File: src/rtl/data_memory_lanes.sv
// Byte-addressed, lane-aware data memory with per-byte initialisation tracking and pipelined responses.
// Defining DATA_MEMORY_LANES_STATS_EN adds saturating load/store/fault counters.
module data_memory_lanes #(
   parameter int DATA_WIDTH   = 32,
   parameter int DEPTH        = 32,
   parameter int ADDR_WIDTH   = 32,
   parameter int READ_LATENCY = 1
) (
   input  logic                  clk,
   input  logic                  reset,
   input  logic                  req_valid,
   output logic                  req_ready,
   input  logic                  req_write,
   input  logic [1:0]            req_size,
   input  logic                  req_unsigned,
   input  logic [ADDR_WIDTH-1:0] req_addr,
   input  logic [DATA_WIDTH-1:0] req_wdata,
   output logic                  resp_valid,
   output logic [DATA_WIDTH-1:0] resp_rdata,
   output logic                  resp_uninit,
   output logic                  resp_fault
`ifdef DATA_MEMORY_LANES_STATS_EN
   ,
   output logic [31:0]           stat_loads,
   output logic [31:0]           stat_stores,
   output logic [31:0]           stat_faults
`endif
);

   localparam int LANES = DATA_WIDTH / 8;
   localparam int LSB   = $clog2(LANES);
   localparam int IW    = $clog2(DEPTH);

   typedef enum logic {CLEAR, RUN} state_t;

   state_t                state;
   logic [IW-1:0]         clear_idx;
   logic [LANES-1:0]      byte_valid [DEPTH];
   logic [DATA_WIDTH-1:0] mem [DEPTH];

   logic                  accept;
   logic [IW-1:0]         word_idx;
   logic [LSB-1:0]        lane_off;
   logic [7:0]            size_bytes;
   logic [2:0]            align_mask;
   logic [LANES-1:0]      size_lanes;
   logic [LANES-1:0]      sel_mask;
   logic                  size_fault;
   logic                  align_fault;
   logic                  range_fault;
   logic                  fault;
   logic                  do_store;
   logic                  do_load;

   logic [DATA_WIDTH-1:0] rd_word;
   logic [LANES-1:0]      rd_valid;
   logic [DATA_WIDTH-1:0] rd_masked;
   logic [DATA_WIDTH-1:0] rd_shift;
   logic [DATA_WIDTH-1:0] keep_mask;
   logic                  sign_bit;
   logic [DATA_WIDTH-1:0] load_data;
   logic                  load_uninit;
   logic [DATA_WIDTH-1:0] wr_shift;

   logic [READ_LATENCY-1:0] pipe_valid;
   logic [READ_LATENCY-1:0] pipe_uninit;
   logic [READ_LATENCY-1:0] pipe_fault;
   logic [DATA_WIDTH-1:0]   pipe_rdata [READ_LATENCY];

   assign accept   = req_valid & req_ready & ~reset;
   assign word_idx = req_addr[LSB +: IW];
   assign lane_off = req_addr[LSB-1:0];

   always_comb begin
      case (req_size)
         2'd0:    begin size_bytes = 8'h01; align_mask = 3'b000; end
         2'd1:    begin size_bytes = 8'h03; align_mask = 3'b001; end
         2'd2:    begin size_bytes = 8'h0F; align_mask = 3'b011; end
         default: begin size_bytes = 8'hFF; align_mask = 3'b111; end
      endcase
   end

   assign size_lanes  = LANES'(size_bytes);
   assign sel_mask    = size_lanes << lane_off;
   assign size_fault  = {1'b0, req_size} > 3'(LSB);
   assign align_fault = |(req_addr[2:0] & align_mask);

   // Anything above the last byte of the last word is out of range.
   generate
      if (ADDR_WIDTH > LSB + IW) begin : g_range
         assign range_fault = |req_addr[ADDR_WIDTH-1:LSB+IW];
      end else begin : g_no_range
         assign range_fault = 1'b0;
      end
   endgenerate

   assign fault    = size_fault | align_fault | range_fault;
   assign do_store = accept & req_write & ~fault;
   assign do_load  = accept & ~req_write & ~fault;

   // Never-written bytes read as zero, then the selection is right-justified and extended.
   always_comb begin
      rd_word   = mem[word_idx];
      rd_valid  = byte_valid[word_idx];
      rd_masked = '0;
      keep_mask = '0;
      for (int i = 0; i < LANES; i++) begin
         rd_masked[i*8 +: 8] = rd_valid[i] ? rd_word[i*8 +: 8] : 8'h00;
         keep_mask[i*8 +: 8] = {8{size_lanes[i]}};
      end
      rd_shift = rd_masked >> {lane_off, 3'b000};
      case (req_size)
         2'd0:    sign_bit = rd_shift[7];
         2'd1:    sign_bit = rd_shift[15];
         2'd2:    sign_bit = rd_shift[31];
         default: sign_bit = rd_shift[DATA_WIDTH-1];
      endcase
      load_data   = (rd_shift & keep_mask) |
                    (~keep_mask & {DATA_WIDTH{sign_bit & ~req_unsigned}});
      load_uninit = |(sel_mask & ~rd_valid);
   end

   assign wr_shift = req_wdata << {lane_off, 3'b000};

   always_ff @(posedge clk) begin
      if (do_store) begin
         for (int i = 0; i < LANES; i++) begin
            if (sel_mask[i]) begin
               mem[word_idx][i*8 +: 8] <= wr_shift[i*8 +: 8];
            end
         end
      end
   end

   // CLEAR sweeps the byte-valid bits one word per cycle before requests are taken.
   always_ff @(posedge clk) begin
      if (reset) begin
         state     <= CLEAR;
         clear_idx <= '0;
         req_ready <= 1'b0;
      end else if (state == CLEAR) begin
         byte_valid[clear_idx] <= '0;
         clear_idx             <= clear_idx + 1'b1;
         if (clear_idx == IW'(DEPTH - 1)) begin
            state     <= RUN;
            req_ready <= 1'b1;
         end
      end else begin
         req_ready <= 1'b1;
         if (do_store) begin
            for (int i = 0; i < LANES; i++) begin
               if (sel_mask[i]) begin
                  byte_valid[word_idx][i] <= 1'b1;
               end
            end
         end
      end
   end

   always_ff @(posedge clk) begin
      if (reset) begin
         pipe_valid  <= '0;
         pipe_uninit <= '0;
         pipe_fault  <= '0;
         for (int i = 0; i < READ_LATENCY; i++) begin
            pipe_rdata[i] <= '0;
         end
      end else begin
         pipe_valid[0]  <= accept;
         pipe_fault[0]  <= accept & fault;
         pipe_uninit[0] <= do_load & load_uninit;
         pipe_rdata[0]  <= do_load ? load_data : '0;
         for (int i = 1; i < READ_LATENCY; i++) begin
            pipe_valid[i]  <= pipe_valid[i-1];
            pipe_fault[i]  <= pipe_fault[i-1];
            pipe_uninit[i] <= pipe_uninit[i-1];
            pipe_rdata[i]  <= pipe_rdata[i-1];
         end
      end
   end

   assign resp_valid  = pipe_valid[READ_LATENCY-1];
   assign resp_fault  = pipe_fault[READ_LATENCY-1];
   assign resp_uninit = pipe_uninit[READ_LATENCY-1];
   assign resp_rdata  = pipe_rdata[READ_LATENCY-1];

`ifdef DATA_MEMORY_LANES_STATS_EN
   always_ff @(posedge clk) begin
      if (reset) begin
         stat_loads  <= '0;
         stat_stores <= '0;
         stat_faults <= '0;
      end else if (accept) begin
         if (fault) begin
            if (stat_faults != 32'hFFFF_FFFF) stat_faults <= stat_faults + 32'd1;
         end else if (req_write) begin
            if (stat_stores != 32'hFFFF_FFFF) stat_stores <= stat_stores + 32'd1;
         end else begin
            if (stat_loads != 32'hFFFF_FFFF) stat_loads <= stat_loads + 32'd1;
         end
      end
   end
`endif

endmodule

File: config.mk
export PLATFORM = sky130hd
export DESIGN_NAME = data_memory_lanes
export DESIGN_NICKNAME = d
export VERILOG_FILES = /design/src/rtl/data_memory_lanes.sv
export SDC_FILE = /design/constraint.sdc
export NUM_CORES = 1
export LEC_CHECK = 0
export BUFFER_PORTS_ARGS = -buffer_cell sky130_fd_sc_hd__buf_4
export CELL_PAD_IN_SITES_DETAIL_PLACEMENT = 2
export CELL_PAD_IN_SITES_GLOBAL_PLACEMENT = 2
export CORE_MARGIN = 10
export CORE_UTILIZATION = 51
export CTS_CLUSTER_DIAMETER = 40
export CTS_CLUSTER_SIZE = 8
export DETAILED_ROUTE_END_ITERATION = 16
export MAX_ROUTING_LAYER = met4
export PLACE_DENSITY = 0.8
export SLEW_MARGIN = 40
export SYNTH_ARGS = -nofsm -noshare
export SYNTH_HDL_FRONTEND = slang
export SYNTH_SLANG_ARGS = --single-unit
export TNS_END_PERCENT = 20
File: constraint.sdc
create_clock -name clk -period 9.77 [get_ports clk]
set_input_delay 0.4885 -clock clk [delete_from_list [all_inputs] [get_ports clk]]
set_output_delay 0.4885 -clock clk [all_outputs]
set_load 0.005 [all_outputs]
==> results.json <==
{
  "outcome": "complete, but fails checks",
  "violations": "max-capacitance violations, max-slew violations",
  "clkSinkCount": 1194,
  "cp.arrival_ns": 6.17,
  "r2r_slack_ns": 4.11,
  "die_h_um": 327,
  "ff_latch_area_um2": 35400,
  "ys_types": 59,
  "hold-path-endpoint": "state",
  "globalRouteOverflowTotal": 0,
  "num-fill-cells": 7725,
  "setup_viol": 0,
  "totalNegativeSetupSlack_ns": 0,
  "grt_use_total": 0.409,
  "syn-cell-area_um2": 47900,
  "synth_seq_area_share": 0.739,
  "synth_seq_cells": 1194,
  "htree_levels": 4,
  "avgRoutedWirePerCell_um": 51.4,
  "routed_wl_mm": 228,
  "r2r_start": "req_ready",
  "p_leak_nw": 19.3,
  "cts_buffer_depth": 3,
  "fin_crit_sh": 0.587,
  "grt_setup_unrepaired": "false",
  "synthFlopType": "edfxtp_1",
  "start_util": 0.513,
  "antenna_left": 0,
  "gp_congestion": 0.907,
  "ir_worst_vdd_mv": 0.218,
  "dr.pass1.iters": 5,
  "drc": 0,
  "boundaryPins": 107,
  "num_rows": 112,
  "syn_nets": 2967,
  "grt_pass1_vias": 34265,
  "finalHoldViolCount": 0,
  "multi_input_area_um2": 12000,
  "power.total_w": 0.0128,
  "die_area_um2": 107000,
  "core_region_area_um2": 93300,
  "fp.dieW_um": 327,
  "worstPathMaxFanout": 73,
  "routed_via_density": 7.57,
  "timing.fmax_mhz": 175,
  "async_reset_ff_frac": 0,
  "syn_to_final_growth_pct": 17.0,
  "fin_nets": 3129,
  "dp_hpwl_mm": 118,
  "antenna_found_initial": 21,
  "p_per_area_nw_per_um2": 229,
  "synthCells": 2894,
  "cts_tree": "built",
  "slew_headroom": -0.00463,
  "clock_latency_ns": 0.83,
  "hold_depth": 2,
  "min_from": "reset",
  "hold_path_class": "in -> reg",
  "cts-buffers-inserted": 183,
  "required_ns": 10.21,
  "slew_viol_final": 1,
  "rr_worst_depth": 8,
  "end_kind": "flop",
  "holdWs_ns": 0.0468,
  "drt_iter0_markers": 6250,
  "cts-resized-gates": 0,
  "cts_hold_buffers": 0,
  "worst_pin_slew_ns": 1.49,
  "post-route-util": 0.601,
  "synth_edf_count": 1152,
  "maxCapViolCount": 1,
  "vias": 33625,
  "skew_ns": 0.0815,
  "post_cts.repair.setup_buffers": 0,
  "min_period_ns": 5.73,
  "avgSynthCellArea_um2": 16.6,
  "grt_max_degree": 111,
  "startpoint_type": "primary input",
  "path_class": "in -> reg",
  "numPortBuffers": 106,
  "rr_endpoint": "byte_valid[25][0]",
  "grt_pass1_wl_mm": 295,
  "ys.warnings.count": 0,
  "layout-drive-gt1-share": 0.212,
  "clock-root-buffer": "clkbuf_16",
  "path_clk_slew_ns": 0.07
}
metrics by stage:
| step | instance area (um2) | setup slack [ns] | cells |
|---|---|---|---|
| finish | 56100 | 4.04 | 4441 |
| CTS | 55800 | 4.65 | 4415 |
| floorplan | 47900 | 6.06 | 2894 |
| global placement | 50000 | 4.49 | 4121 |
| detailed placement | 50300 | 4.05 | 4121 |
| global route | 56000 | 4.21 | 4435 |
cells in the mapped netlist, drive strengths merged (2+ instances only):
library cell / number / area share
a211oi: 15 / 0.0023
a21o: 4 / 0.00063
a21oi: 30 / 0.0034
a22oi: 27 / 0.0042
a31oi: 11 / 0.0014
and2: 12 / 0.0016
and3: 14 / 0.0018
and3b: 3 / 0.00055
and4b: 3 / 0.00063
buf: 127 / 0.016
clkbuf: 79 / 0.0062
dfxtp: 42 / 0.018
edfxtp: 1152 / 0.72
ha: 2 / 0.00052
inv: 7 / 0.00055
mux2i: 482 / 0.10
mux4: 56 / 0.026
nand2: 101 / 0.0080
nand3: 26 / 0.0027
nand3b: 2 / 0.00031
nand4: 9 / 0.0012
nand4b: 5 / 0.0012
nand4bb: 4 / 0.00094
nor2: 172 / 0.014
nor2b: 16 / 0.0021
nor3: 133 / 0.014
nor4: 64 / 0.0091
o211a: 2 / 0.00042
o21ai: 30 / 0.0039
o22ai: 236 / 0.031
o311a: 7 / 0.0015
o311ai: 2 / 0.00037
o31ai: 2 / 0.00070
or4b: 4 / 0.00084
or4bb: 2 / 0.00047
xor2: 2 / 0.00037
worst max-delay path by stage:
stage | to | start
floorplan | byte_valid[19][0] | req_size[1]
global placement | pipe_rdata[0][18] | req_addr[3]
detailed placement | pipe_rdata[0][18] | req_addr[3]
CTS | byte_valid[28][1] | req_addr[0]
global route | byte_valid[25][0] | req_addr[0]
finish | byte_valid[25][0] | req_addr[0]
cell type report:
| type | instances | area share |
|---|---|---|
| clock inverters | 38 | 0.00826 |
| diodes | 22 | 0.000982 |
| flip-flops and latches | 1194 | 0.632 |
| well taps | 1254 | 0.0280 |
| multi-input cells | 1486 | 0.214 |
| repair buffers | 183 | 0.0264 |
| inverters | 8 | 0.000580 |
| clock buffers | 256 | 0.0895 |
critical path, cell delays in order:
cell and delay, ns:
buf_4 0.16, inv_1 0.64, a21oi_1 0.29, nor4_1 0.59, and2_1 0.47, nand3b_1 0.62, inv_4 0.86, buf_4 0.77
a21oi_4 0.38, nor3_1 0.75
layer usage:
layer / wire (um) / vias up / track usage
met5: 0 / - / -
met4: 17800 / 0 / 0.241
met3: 31500 / 1081 / 0.134
met2: 101000 / 3463 / 0.605
met1: 77600 / 17196 / 0.488
li1: - / 11885 / -
registers in the layout, summed over array words and instances (netlist names):
| register | cells |
|---|---|
| mem | 1024 |
| byte_valid | 128 |
| pipe_rdata | 32 |
| clear_idx | 5 |
| req_ready | 1 |
| resp_fault | 1 |
| resp_uninit | 1 |
| resp_valid | 1 |
| state | 1 |
placed cells by master (no fill, tap or decap), types with 11 or more instances in the layout:
cell / netlist / routed
a211oi_1: 15 / 15
a21oi_1: 27 / 16
a21oi_2: 3 / 11
a22oi_1: 27 / 27
a31oi_1: 11 / 11
and3_1: 14 / 14
buf_4: 29 / 172
clkbuf_1: 79 / 61
clkbuf_16: 0 / 187
dfxtp_1: 42 / 42
diode_2: 0 / 22
edfxtp_1: 1152 / 1152
mux2i_1: 482 / 482
mux4_2: 56 / 56
nand2_1: 99 / 98
nand3_1: 26 / 26
nor2_1: 171 / 43
nor2_2: 0 / 120
nor2b_1: 16 / 13
nor3_1: 133 / 132
nor4_1: 60 / 54
o21ai_2: 10 / 20
o22ai_1: 233 / 233
power breakdown:
part	total [W]	switching [W]	internal, W
Clock	0.00652	0.00275	0.00377
Sequential	0.00564	0.00000486	0.00563
Combinational	0.000686	0.000520	0.000166
cell families (layout without fill, tap and decap cells):
family,after synthesis,in the layout,share of synthesized area
fa+ha+maj,2,2,0.000522
compound gates,368,368,0.0504
xor+xnor,3,3,0.000548
other cells,0,22,0
mux,539,539,0.127
simple gates,574,574,0.0596
buf+inv,214,485,0.0223
flops,1194,1194,0.739
Note: power is estimated with default switching activity, not from simulation.
